===== src/rtl/fifo_pixel_unpacker.sv =====
// rtl/fifo_pixel_unpacker.sv - unpacks 32-bit FIFO words into an RGB565 pixel stream with EOL and underflow tracking
module fifo_pixel_unpacker #(
    parameter int HALF_ORDER = 0,
    parameter int H_ACTIVE   = 640,
    parameter int CNT_W      = 16
) (
    input  logic             rd_clk,
    input  logic             rd_rst,
    output logic             fifo_rd_en,
    input  logic [31:0]      fifo_rd_data,
    input  logic             fifo_rd_empty,
    input  logic             stream_en,
    input  logic             flush,
    output logic             pix_valid,
    input  logic             pix_ready,
    output logic [15:0]      pix_data,
    output logic             pix_eol,
    output logic             underflow,
    output logic [CNT_W-1:0] underflow_cnt
);

    localparam logic [11:0] LAST = 12'(H_ACTIVE - 1);

    logic [31:0] head;
    logic [31:0] tail;
    logic [1:0]  occ;
    logic        half_sel;
    logic        inflight;
    logic        drop;
    logic [11:0] pix_cnt;

    logic        xfer;
    logic        pop;
    logic        wr;
    logic        uf_hit;
    logic [2:0]  next_fill;

    always_comb begin
        pix_valid = (occ != 2'd0) & ~flush;
        xfer      = pix_valid & pix_ready;
        pop       = xfer & half_sel;
        wr        = inflight & ~drop & ~flush;
        // occ + inflight never exceeds 2, so pop can only lower a non-negative fill
        next_fill  = {1'b0, occ} + {2'b00, inflight} - {2'b00, pop};
        fifo_rd_en = ~rd_rst & ~fifo_rd_empty & ~flush & (next_fill < 3'd2);
        pix_data   = (half_sel ^ (HALF_ORDER != 0)) ? head[31:16] : head[15:0];
        pix_eol    = pix_valid & (pix_cnt == LAST);
        uf_hit     = stream_en & pix_ready & ~pix_valid & ~flush;
    end

    always_ff @(posedge rd_clk or posedge rd_rst) begin
        if (rd_rst) begin
            head          <= 32'd0;
            tail          <= 32'd0;
            occ           <= 2'd0;
            half_sel      <= 1'b0;
            inflight      <= 1'b0;
            drop          <= 1'b0;
            pix_cnt       <= 12'd0;
            underflow     <= 1'b0;
            underflow_cnt <= '0;
        end else begin
            inflight <= fifo_rd_en & ~fifo_rd_empty;
            drop     <= flush & inflight;
            if (uf_hit) begin
                underflow <= 1'b1;
                if (~&underflow_cnt)
                    underflow_cnt <= underflow_cnt + CNT_W'(1);
            end
            if (flush) begin
                occ      <= 2'd0;
                half_sel <= 1'b0;
                pix_cnt  <= 12'd0;
            end else begin
                if (xfer) begin
                    half_sel <= ~half_sel;
                    pix_cnt  <= (pix_cnt == LAST) ? 12'd0 : pix_cnt + 12'd1;
                end
                // head is the word being emitted; tail holds the next one
                case ({wr, pop})
                    2'b10: begin
                        if (occ == 2'd0) head <= fifo_rd_data;
                        else             tail <= fifo_rd_data;
                        occ <= occ + 2'd1;
                    end
                    2'b01: begin
                        head <= tail;
                        occ  <= occ - 2'd1;
                    end
                    2'b11: begin
                        if (occ == 2'd1) begin
                            head <= fifo_rd_data;
                        end else begin
                            head <= tail;
                            tail <= fifo_rd_data;
                        end
                    end
                    default: ;
                endcase
            end
        end
    end

endmodule


===== config.mk =====
export PLATFORM = sky130hd
export DESIGN_NAME = fifo_pixel_unpacker
export DESIGN_NICKNAME = d
export VERILOG_FILES = /design/src/rtl/fifo_pixel_unpacker.sv
export SDC_FILE = /design/constraint.sdc
export NUM_CORES = 1
export LEC_CHECK = 0
export BUFFER_PORTS_ARGS = -buffer_cell sky130_fd_sc_hd__clkbuf_2
export CAP_MARGIN = 5
export CORE_UTILIZATION = 63
export CTS_BUF_LIST = sky130_fd_sc_hd__clkbuf_4 sky130_fd_sc_hd__clkbuf_8
export DETAILED_ROUTE_END_ITERATION = 12
export PLACE_DENSITY = 0.9
export SLEW_MARGIN = 20
export SYNTH_ARGS = -nofsm -noshare
export SYNTH_HDL_FRONTEND = slang
export SYNTH_SLANG_ARGS = --single-unit

===== constraint.sdc =====
create_clock -name rd_clk -period 10.46 [get_ports rd_clk]
set_clock_uncertainty 0.15 [all_clocks]
set_input_delay 2.092 -clock rd_clk [delete_from_list [all_inputs] [get_ports rd_clk]]
set_output_delay 2.092 -clock rd_clk [all_outputs]
set_load 0.03 [all_outputs]

### After elaboration in Yosys (flattened, before gate mapping)

Cells that the tools add are included.

| operators by class | value |
|---|---|
| equal/unequal tests | 8 |
| mux-type cells | 14 |
| $add $sub $neg | 6 |
| order comparisons | 1 |
| reductions and logical operators | 10 |
| bitwise logic cells | 21 |

Operators by type and width:

| operator | count |
|---|---|
| 32-bit 2-to-1 mux | 4 |
| 32-bit one-hot mux with 3 select lines | 1 |
| 32-bit one-hot mux with 2 select lines | 1 |
| 12-bit 2-to-1 mux | 3 |
| 16-bit by 1-bit adder with 16-bit output (second input constant) | 1 |
| 16-bit 2-to-1 mux | 1 |
| 16-bit AND reduction | 1 |
| 1-bit AND | 14 |
| 12-bit by 1-bit adder with 12-bit output (second input constant) | 1 |
| 12-bit by 10-bit equality test with 1-bit output (second input constant) | 1 |
| 1-bit NOT | 7 |
| 2-bit != test (second input constant) | 3 |
| 2-bit nonzero test | 3 |
| 3-bit nonzero test | 2 |
| 2-bit by 1-bit equality test with 1-bit output (second input constant) | 2 |
| 2-bit equality test (second input constant) | 2 |
| 2-bit one-hot mux with 2 select lines | 1 |
| 4-bit AND reduction | 1 |
| 2-bit by 1-bit adder with 3-bit output | 1 |
| 3-bit by 2-bit less-than comparator with 1-bit output (second input constant) | 1 |
| 3-bit AND reduction | 1 |
| 3-bit by 1-bit subtractor with 3-bit output | 1 |
| 2-bit by 1-bit adder with 2-bit output (second input constant) | 1 |
| 2-bit zero test | 1 |
| other kinds (4) | 5 |

| storage, ports and cells | value |
|---|---|
| bits in registers | 98 |
| logic and storage cells | 69 |
| input port bits | 38 |

### Longest topological paths before layout

| depth | value |
|---|---|
| depth after elaboration | 8 |
| mapped depth | 9 |

### Worst setup path before layout

OpenSTA, ideal clock, no wires.

| timing path | value |
|---|---|
| kind | in2out |
| start point | input flush |
| end point | output fifo_rd_en |
| data arrival time | 4.200 ns |
| data required time | 8.218 ns |
| slack | 4.018 ns |
| cell stages on the path | 7 |
| cells stage by stage | nand4bb_1 -> buf_2 -> nor2_1 -> o21ai_0 -> fa_1 -> nand2b_1 -> nor4_1 |

| on the way | value |
|---|---|
| cells in the longest elaborated chain, start to end | 7 |
| elaborated cells between the ends (all ways) | 8 |
| classes of those cells | add/sub (1); order compare (1); bitwise (6) |

RTL lines:

| what | line | source |
|---|---|---|
| start: declaration | 13 | `input logic flush,` |
| 1-bit NOT (no line) * | -- |  |
| 1-bit AND | 39 | `pix_valid = (occ != 2'd0) & ~flush;` |
| 1-bit AND | 40 | `xfer = pix_valid & pix_ready;` |
| 1-bit AND | 41 | `pop = xfer & half_sel;` |
| 3-bit by 1-bit subtractor with 3-bit output | 44 | `next_fill = {1'b0, occ} + {2'b00, inflight} - {2'b00, pop};` |
| 3-bit by 2-bit less-than comparator with 1-bit output | 45 | `fifo_rd_en = ~rd_rst & ~fifo_rd_empty & ~flush & (next_fill < 3'd2);` |
| 1-bit AND * | 45 |  |
| end: declaration | 9 | `output logic fifo_rd_en,` |

Mark *: on every way between the ends. The rest lies on a longest branch, timed or not.

### Worst setup path in the final report

Same ends and word-level chain as after synthesis.

==> key figures <==
Drt
  • Drt total wl: 9.32 mm
  • DRC viols: 0
  • Post-route ant nets: 0
  • Vias post-DR: 3,362
  • Avg Vias per Cell: 5.81
  • DR pass1 iterations: 4
  • Initial drt markers: 187
  • WL/cell: 16.1 um

Yosys
  • Count leader, synth: dfrtp_1
  • Synth cell types: 54
  • Synth Instances: 407
  • Mapped Nets: 450
  • Most area-consuming cells after synthesis: dfrtp_1 52%, mux2_2 11%, mux2i_1 5.5%, nand2_1 3.6%, xor2_1 3.2%
  • Sequential fraction of the synthesis area: between 50% and 60%
  • Avg Inst Size Synth: 11.6 um2
  • Cell Area, Synth: 0.00472 mm2
  • Synth top cells by count: 98 x dfrtp_1, 48 x mux2_2, 45 x nand2_1
  • Post-synth EDFFs: 0
  • Yosys top cell by area: dfrtp_1
  • Post-synth ARST share: 100%
  • Top cell type's share of synthesized area: about half
  • Yosys warns: 0
  • Post-synthesis register bit count: 98
  • Most used DFF post-synth: dfrtp_1

Power and ir drop
  • Pleak: 2.52 nW
  • Peak VDD IR: 0.142 mV
  • Power density cells: a little under 200 mW/mm2

Global routing
  • Met2 global-route usage: 44.1%
  • First-pass GRT wire length: 15.2 mm
  • Vias in the first global route: 3,306
  • Largest net degree at the start of global routing: between 80 and 90
  • Total grt overflow: 0
  • GR Util met1: 30.0%
  • Initial antenna violation count: 0
  • Gr usage total: 25.8%
  • GR Util met3: 8.58%
  • Most used routing layer in global routing: met2

Floorplan
  • Row cnt: 31
  • Initial cell density of the core: 65.1%
  • Die span in x: between 80 and 90 um
  • DIE AREA: 0.00785 mm2
  • Top Ports: 74
  • Core area: 0.00725 mm2
  • Height of the die: 88.6 um

Worst setup path
  • Worst Path Max Fanout: 16
  • Crit-path cells: clkbuf_2 > nand4bb_1 > nor2_1 > o21ai_0 > fa_1 > nand2b_1 > nor4_1 > clkbuf_2
  • Required @ worst endpoint: 8.22 ns
  • Worst setup SP type: input port
  • Crit path arrival time: 4.35 ns
  • Crit-path most repeated cell: clkbuf_2
  • Kind of end point of the critical path: output port
  • Worst path slowest cell: nand4bb_1
  • Critical Setup Path Class: in -> out
  • Slowest stage delay, CP: approximately 0.5 ns

Clocking
  • Longest Clk Path Bufs: 2
  • Clk sinks: 98
  • Resized Gates After CTS: 0
  • Post-CTS setup buffers: 0
  • Clock Root Buffer: clkbuf_8
  • Clk slew on worst S/H paths: 0.10 ns
  • Total CTS buffers: 9
  • Post-CTS Hold Buffers: 0
  • CTS tree: built
  • H-tree depth reported by CTS: 3
  • Skew-Pair Late Insertion Delay: approximately 0.36 ns

Layout
  • Ant diodes: 0
  • Layout area overhead: 14.2%
  • Filler cells: just under 500
  • Layout net count: 518
  • Post-route insts no fill: approximately 580
  • Final Cell Area: 0.00539 mm2
  • Layout cells sized above 1: roughly a third

Timing
  • Worst-Margin Slew: ~1.1 ns
  • Rel. slew slack: between 20% and 30%
  • Max frequency: between 150 and 200 MHz
  • Tmin final: 6.59 ns
  • Final Hold Viols: 0
  • RSZ-0062 raised after global routing: false
  • # setup viols final: 0
  • Tcrit/Tclk final: 63.0%
  • Min Hold Slack: roughly 0.32 ns
  • Final Slew Violations: 0
  • Total negative slack: 0 ns

Placed design
  • Post-Place Cells: approximately 560
  • Hpwl dp: roughly 6.4 mm
  • Final Wtd Congestion: about 0.83
  • # port buffers: between 70 and 80
  • DP Area: a little over 0.005 mm2

Outcome
  • Status: finished clean

Worst hold path
  • Hold Path Class: reg -> reg

Run
  • Max_cap viols: 0
[flip-flops by register name, indices dropped and copies added (netlist names)]
name and cells:
head 32, tail 32, underflow_cnt 16, pix_cnt 12, occ 2, drop 1, half_sel 1, inflight 1
underflow 1
[per-stage QoR]
| step | power [mW] | setup WS, ns | utilization (%) |
|---|---|---|---|
| finish | 1.05 | 3.87 | 74.4 |
| global route | 1.11 | 3.71 | 74.4 |
| CTS | 1.06 | 3.91 | 73.9 |
| detailed placement | 0.801 | 3.91 | 71.0 |
| global placement | 0.784 | 4.04 | 71.0 |
| floorplan | 0.717 | 4.02 | - |
[layout by cell type (no fill, tap or decap), types with 2 or more instances in the layout]
cell type,n
nand2b_1,9
clkbuf_2,73
a21oi_4,3
nor4_1,4
ha_1,4
clkbuf_8,10
nor4b_1,2
mux2i_1,26
and4_1,3
nand4b_1,2
xnor2_1,5
nor3b_1,3
inv_6,2
inv_1,4
or3_1,2
xor2_1,17
a22o_1,2
nand3_1,10
o21ai_0,12
and2_1,4
nor2b_1,3
o21ai_1,20
nand2_1,45
a22oi_1,2
nand4_2,2
dfrtp_1,98
mux2_2,48
nand4_1,7
o221a_2,7
nor2_1,13
nor3_1,7
[power by group]
group	switching [mW]	leakage [nW]	internal [mW]	total [mW]
Clock	0.136	0.109	0.121	0.256
Combinational	0.156	1.14	0.117	0.273
Sequential	0.0570	1.28	0.465	0.522
[cell families after synthesis]
group | after synthesis | share of synthesized area [%]
AND/OR/NAND/NOR | 127 | 14.8
flip-flops | 98 | 51.9
multiplexers | 76 | 17.5
AO/OA/AOI/OAI | 55 | 7.63
buffers and inverters | 24 | 2.57
XOR/XNOR | 22 | 4.08
adder cells (fa/ha/maj) | 5 | 1.48
[layout make-up]
type                    instances  area (um2)  share of cell area (%)
flip-flops and latches         98        2450                    45.5
multi-input cells             285        2170                    40.3
repair buffers                 76         412                    7.63
clock buffers                  10         138                    2.55
well taps                      99         124                    2.30
clock inverters                 6        72.6                    1.35
inverters                       5        21.3                   0.394
[path summary, 6_finish.rpt]
path | startpoint | cells after the start | end | slack [ns]
hold reg to reg | pix_cnt[5] | 1 | pix_cnt[5] | 0.32
max in group asynchronous | rd_rst | 3 | pix_cnt[7] | 7.70
setup reg to reg | half_sel | 6 | inflight | 7.51
hold / removal | pix_cnt[5] | 1 | pix_cnt[5] | 0.32
setup / recovery | flush | 8 | fifo_rd_en | 3.87
min in group asynchronous | rd_rst | 2 | inflight | 1.47
[critical path: cells and delay by family]
kind | cells | cell delay [ns]
fa+ha+maj | 1 | 0.50
simple gates | 4 | 1.15
buf+inv | 2 | 0.45
compound gates | 1 | 0.16
[layer usage]
layer / share of wire (%) / vias up
met5: 0 / -
met4: 2.2 / 0
met3: 6.3 / 23
met2: 51 / 105
met1: 41 / 1640
li1: - / 1594
No activity file was read; power rests on OpenSTA's default activity.
